<file path="src/rtl/lamp_fpu_goldschmidt_sqrt.sv">
// Iterative Goldschmidt sqrt / inverse-sqrt of a normalised mantissa in [0.5, 2).
// Define LAMP_SQRT_ROUND_EN to round the result to nearest (ties up) instead of truncating.
module lamp_fpu_goldschmidt_sqrt #(
  parameter int F_DW    = 7,
  parameter int PREC_DW = 8,
  parameter int LUT_DW  = 4,
  parameter int ITERS   = 2
) (
  input  logic                    clk,
  input  logic                    rst,
  input  logic                    start_i,
  input  logic                    op_i,
  input  logic [F_DW:0]           s_i,
  output logic [2*(F_DW+1)-1:0]   result_o,
  output logic                    valid_o,
  output logic                    busy_o,
  output logic                    err_o
);

  localparam int FW     = F_DW + PREC_DW;
  localparam int W      = FW + 2;
  localparam int RW     = 2 * (F_DW + 1);
  localparam int RSH    = FW - (RW - 1);
  localparam int LUT_N  = 2 ** (LUT_DW + 1);
  localparam int SEED_W = LUT_DW + 2;
  localparam logic [W-1:0] THREE_HALF = W'(3) << (FW - 1);

  typedef enum logic [2:0] {S_IDLE, S_MULB, S_COMPL, S_MULX, S_DONE} state_t;

  // round(2^L / sqrt((i+0.5)/2^L)) == round(sqrt(2^(3L+1)/(2i+1))), evaluated in integers:
  // the rounded root is the largest k with (2k-1)^2 * (2i+1) <= 2^(3L+3).
  function automatic logic [SEED_W-1:0] seed_calc(input int idx);
    longint d;
    longint n4;
    int     ii;
    logic [SEED_W-1:0] r;
    ii = (idx < 2 ** (LUT_DW - 1)) ? 2 ** (LUT_DW - 1) : idx;
    d  = longint'(2 * ii + 1);
    n4 = longint'(1) << (3 * LUT_DW + 3);
    r  = '0;
    for (int k = 1; k < 2 ** SEED_W; k++) begin
      if (longint'(2 * k - 1) * longint'(2 * k - 1) * d <= n4) r = SEED_W'(k);
    end
    return r;
  endfunction

  function automatic logic [W-1:0] fx_mul(input logic [W-1:0] a, input logic [W-1:0] c);
    return W'(({{W{1'b0}}, a} * {{W{1'b0}}, c}) >> FW);
  endfunction

  logic [SEED_W-1:0] seed_rom [LUT_N];

  generate
    for (genvar gi = 0; gi < LUT_N; gi++) begin : g_seed
      assign seed_rom[gi] = seed_calc(gi);
    end
  endgenerate

  state_t          state_reg;
  state_t          state_next;
  logic [W-1:0]    b_reg;
  logic [W-1:0]    y_reg;
  logic [W-1:0]    x_reg;
  logic [3:0]      iter_reg;
  logic            err_pend_reg;
  logic [RW-1:0]   result_reg;
  logic            err_reg;

  logic [LUT_DW:0] seed_idx;
  logic [W-1:0]    s_fix;
  logic [W-1:0]    y0_fix;
  logic [W-1:0]    x_mul;
  logic [RW-1:0]   res_fmt;
  logic            last_iter;

  assign seed_idx  = s_i[F_DW -: LUT_DW + 1];
  assign s_fix     = {1'b0, s_i, {PREC_DW{1'b0}}};
  assign y0_fix    = {seed_rom[seed_idx], {(FW - LUT_DW){1'b0}}};
  assign x_mul     = fx_mul(x_reg, y_reg);
  assign last_iter = ((iter_reg + 4'd1) == 4'(ITERS));

`ifdef LAMP_SQRT_ROUND_EN
  generate
    if (RSH > 0) begin : g_round
      localparam logic [W:0] RND_ONE = (W + 1)'(1) << (RSH - 1);
      logic [W:0] x_rnd;
      assign x_rnd   = {1'b0, x_mul} + RND_ONE;
      // Anything at or above bit FW+1 means the rounded value no longer fits 1.(2F+1).
      assign res_fmt = (x_rnd[W:FW+1] != 2'b00) ? {RW{1'b1}} : RW'(x_rnd >> RSH);
    end else begin : g_no_round
      assign res_fmt = RW'(x_mul >> RSH);
    end
  endgenerate
`else
  assign res_fmt = RW'(x_mul >> RSH);
`endif

  always_ff @(posedge clk) begin
    if (rst) state_reg <= S_IDLE;
    else     state_reg <= state_next;
  end

  always_comb begin
    state_next = state_reg;
    case (state_reg)
      S_IDLE:  if (start_i) state_next = S_MULB;
      S_MULB:  state_next = S_COMPL;
      S_COMPL: state_next = S_MULX;
      S_MULX:  state_next = last_iter ? S_DONE : S_MULB;
      S_DONE:  state_next = S_IDLE;
      default: state_next = S_IDLE;
    endcase
  end

  always_ff @(posedge clk) begin
    if (rst) begin
      b_reg        <= '0;
      y_reg        <= '0;
      x_reg        <= '0;
      iter_reg     <= '0;
      err_pend_reg <= 1'b0;
      result_reg   <= '0;
      err_reg      <= 1'b0;
    end else begin
      case (state_reg)
        S_IDLE: begin
          if (start_i) begin
            b_reg        <= s_fix;
            y_reg        <= y0_fix;
            x_reg        <= op_i ? y0_fix : fx_mul(s_fix, y0_fix);
            iter_reg     <= '0;
            err_pend_reg <= (s_i[F_DW:F_DW-1] == 2'b00);
          end
        end
        S_MULB:  b_reg <= fx_mul(fx_mul(b_reg, y_reg), y_reg);
        S_COMPL: y_reg <= THREE_HALF - (b_reg >> 1);
        S_MULX: begin
          x_reg    <= x_mul;
          iter_reg <= iter_reg + 4'd1;
          // Output registers load on the way into DONE so they are valid with valid_o.
          if (last_iter) begin
            result_reg <= err_pend_reg ? '0 : res_fmt;
            err_reg    <= err_pend_reg;
          end
        end
        default: ;
      endcase
    end
  end

  assign result_o = result_reg;
  assign err_o    = err_reg;
  assign valid_o  = (state_reg == S_DONE);
  assign busy_o   = (state_reg != S_IDLE);

endmodule
</file>
<file path="config.mk">
export PLATFORM = sky130hd
export DESIGN_NAME = lamp_fpu_goldschmidt_sqrt
export DESIGN_NICKNAME = d
export VERILOG_FILES = /design/src/rtl/lamp_fpu_goldschmidt_sqrt.sv
export SDC_FILE = /design/constraint.sdc
export NUM_CORES = 2
export LEC_CHECK = 0
export CAP_MARGIN = 40
export CORE_MARGIN = 5
export CORE_UTILIZATION = 60
export CTS_CLUSTER_SIZE = 8
export DETAILED_ROUTE_END_ITERATION = 7
export HOLD_SLACK_MARGIN = 0.1
export PLACE_DENSITY = 0.76
export SLEW_MARGIN = 20
export SYNTH_ARGS = -nofsm -noshare
export SYNTH_HDL_FRONTEND = slang
export SYNTH_SLANG_ARGS = --single-unit
</file>
<file path="constraint.sdc">
create_clock -name clk -period 13.21 [get_ports clk]
set_clock_uncertainty 0.15 [all_clocks]
set_input_delay 3.3025 -clock clk [delete_from_list [all_inputs] [get_ports clk]]
set_output_delay 3.3025 -clock clk [all_outputs]
set_load 0.02 [all_outputs]
</file>
==> run summary <==
Status = complete, no violations
Largest net degree at the start of global routing = 74
Cts hold-fix bufs = 0
Most used DFF post-synth = dfxtp_1
Aggregate global-route resource usage = 27.32%
Share of flip-flops with an asynchronous set or reset = 0%
Wire length per cell = 17.51 µm
Clock network fraction of design power = 14.2%
Layout cells sized above 1 = 4.163%
Die Wd = 237.2 µm
Total core area = 51200 µm²
Final net count = 4533
WP buf/inv = 11
Vias in the first global route = 25090
Final GP Congestion = 0.9189
Die footprint = 56280 µm²
Setup WS pre-CTS = 0.3262 ns
Fin. Hold Viols = 0
Area delta synth->final = 4.495%
CP top delay family = adder cells
Chip Height = 237.2 µm
Most frequent cell after synthesis = inv_1
WP data required = 13.33 ns
Iteration count of the initial detailed-routing pass = 5
Worst setup margin = 0.5214 ns
Sw Ratio = 54.34%
Critical path's most frequent cell = fa_1
Dominant cells by area after synthesis = fa_1 44%, ha_1 13%, inv_1 10%, nand2_1 7.5%, and2_1 6.9%
Initial antenna violation count = 1
Worst setup EP type = flip-flop
Max Root-Sink Buffers = 2
DR vias = 23180
DP Area = 31920 µm²
R2r setup slk = 0.52 ns
Kind of critical path = flip-flop to flip-flop
Initial core utilization = 60.51%
CTS buffer count = 9
Critical Path Max Stage Delay = 0.57 ns
Row count = 83
Post-route cell area = 32370 µm²
Util after Layout = 63.23%
Top cells by count, synth = 830 x inv_1, 681 x fa_1, 615 x nand2_1
Pwr/cell area = 59.69 nW/µm²
Post-synth top area share = 44.01%
Congestion Overflow GR = 0
Post-Syn Area = 30980 µm²
Synth area leader = fa_1
Syn avg cell area = 8.577 µm²
Post-synthesis register bit count = 76
CTS clock-pin slew for the worst setup and hold paths = 0.07 ns
Worst-Skew Late Latency = 0.38 ns
Final setup fails = 0
Period utilization = 96.05%
P_sw = 0.001050 W
Placed cells = 4185
Global-route wire length before repair = 125400 µm
Max Cap Violations = 0
I/O Pins = 31
Crit Path Max Fanout = 13
CP arrival = 12.81 ns
Pwr Total = 0.001932 W
Final WL = 73730 µm
P_int = 0.0008822 W
Setup crit start kind = flip-flop
Critical-path top delay cell = fa_1
Clock root buffer = clkbuf_16
Worst Tran Pin Value = 0.9117 ns
Clk sinks = 76
Warnings from Yosys = 0
Syn Nets = 4619
LEAKAGE = 16.60 nW
Slew margin rel. = 39.22%
Hold Path Class = flip-flop to flip-flop
FMAX = 78.81 MHz
Worst VDD drop = 0.00007898 V
Number of diodes = 0
DR vias/cell = 5.505
H-tree levels = 3
Post-synth EDFFs = 0
Port Buffer Count = 30
CTS tree = built
# DRC = 0
Cell count after synthesis = 3612
DRT iter0 DRCs = 1707
Max Slew Vio Count = 0
Gate power share = 67.4%
Sequential-to-total area share from yosys stat = 4.911%
Reg power frac = 18.4%
Final min period = 12.69 ns
Layout Cells excl Fill = 4211
Final ANT Viol Nets = 0
Post-DP HPWL = 57230 µm
Synth cell types = 73
==> cells in the final DEF, fill, tap and decap left out, types with 4 or more instances in the layout <==
cell type          n
a211oi_1          15
a21o_1            26
a21oi_1           73
a22o_1             5
a22oi_1           12
a311oi_1           8
a31oi_1            5
and2_1           342
and3_1             9
buf_4             77
buf_6              6
clkbuf_16          9
clkdlybuf4s50_1   29
dfxtp_1           54
dfxtp_2           20
fa_1             681
ha_1             314
inv_1            830
nand2_1          614
nand2b_1          15
nand3_1           38
nand3b_1           4
nand4_1            5
nor2_1            71
nor2b_1           19
nor3_1            19
nor3b_1            8
nor4_1             5
o211ai_1          10
o21a_1             9
o21ai_0           34
o21bai_1           8
o31ai_1            4
or3_1              7
xnor2_1           57
xor2_1            24
==> path summary, 6_finish.rpt <==
check / startpoint / cells after the start / end
setup / recovery: y_reg[5]$_SDFFE_PP0P_ / 48 / b_reg[16]$_SDFFE_PP0P_
hold / removal: result_o[14]$_SDFFE_PP0P_ / 2 / result_o[14]$_SDFFE_PP0P_
setup reg to reg: y_reg[5]$_SDFFE_PP0P_ / 48 / b_reg[16]$_SDFFE_PP0P_
hold reg to reg: result_o[14]$_SDFFE_PP0P_ / 2 / result_o[14]$_SDFFE_PP0P_
==> through the flow <==
stage | setup TNS [ns] | hold WS (ns)
2_1_floorplan | 0 | 0.3197
3_3_place_gp | 0 | 0.2888
3_5_place_dp | 0 | 0.2957
4_1_cts | 0 | 0.3084
5_1_grt | -0.03793 | 0.3403
6_report | 0 | 0.3010
==> power by group through the flow <==
stage,clock network [W],registers (W),logic (W)
6_report,0.000274,0.000356,0.00130
5_1_grt,0.000285,0.000361,0.00144
4_1_cts,0.000277,0.000351,0.00126
3_5_place_dp,0,0.000356,0.00125
3_3_place_gp,0,0.000354,0.00122
2_1_floorplan,0,0.000266,0.000917
==> cell families after synthesis <==
kind of cell,synth area share [%]
compound gates,5.182
xor+xnor,2.472
fa+ha+maj,56.69
buf+inv,12.65
flops,4.911
mux,0.06463
other cells,0.01211
simple gates,18.02
==> tightest hold or removal path, cell delays in order, from the launching register on <==
cell and delay (ns):
dfxtp_1 0.31, nand2_1 0.05, a21oi_1 0.05
==> metal layers <==
metal  track usage [%]  routed length, µm
met5                 0                  8
met4             6.612               1821
met3             4.432               5519
met2             46.34              36000
met1             37.23              30390
==> area by class of cell <==
class | count | area (µm²)
clock buffers | 10 | 239.0
clock inverters | 6 | 71.32
fillers | 4330 | 18830
inverters | 830 | 3115
multi-input cells | 2494 | 25580
flip-flops and latches | 76 | 1554
well taps | 680 | 850.8
repair buffers | 115 | 960.9
==> what timing repair did <==
item / 4_1_cts / 5_1_grt
resized for setup: 0 / 22
buffers inserted: 0 / 8
setup endpoints to repair: 0 / 8
hold endpoints to repair: 0 / 0
Note: power is estimated with default switching activity, not from simulation.
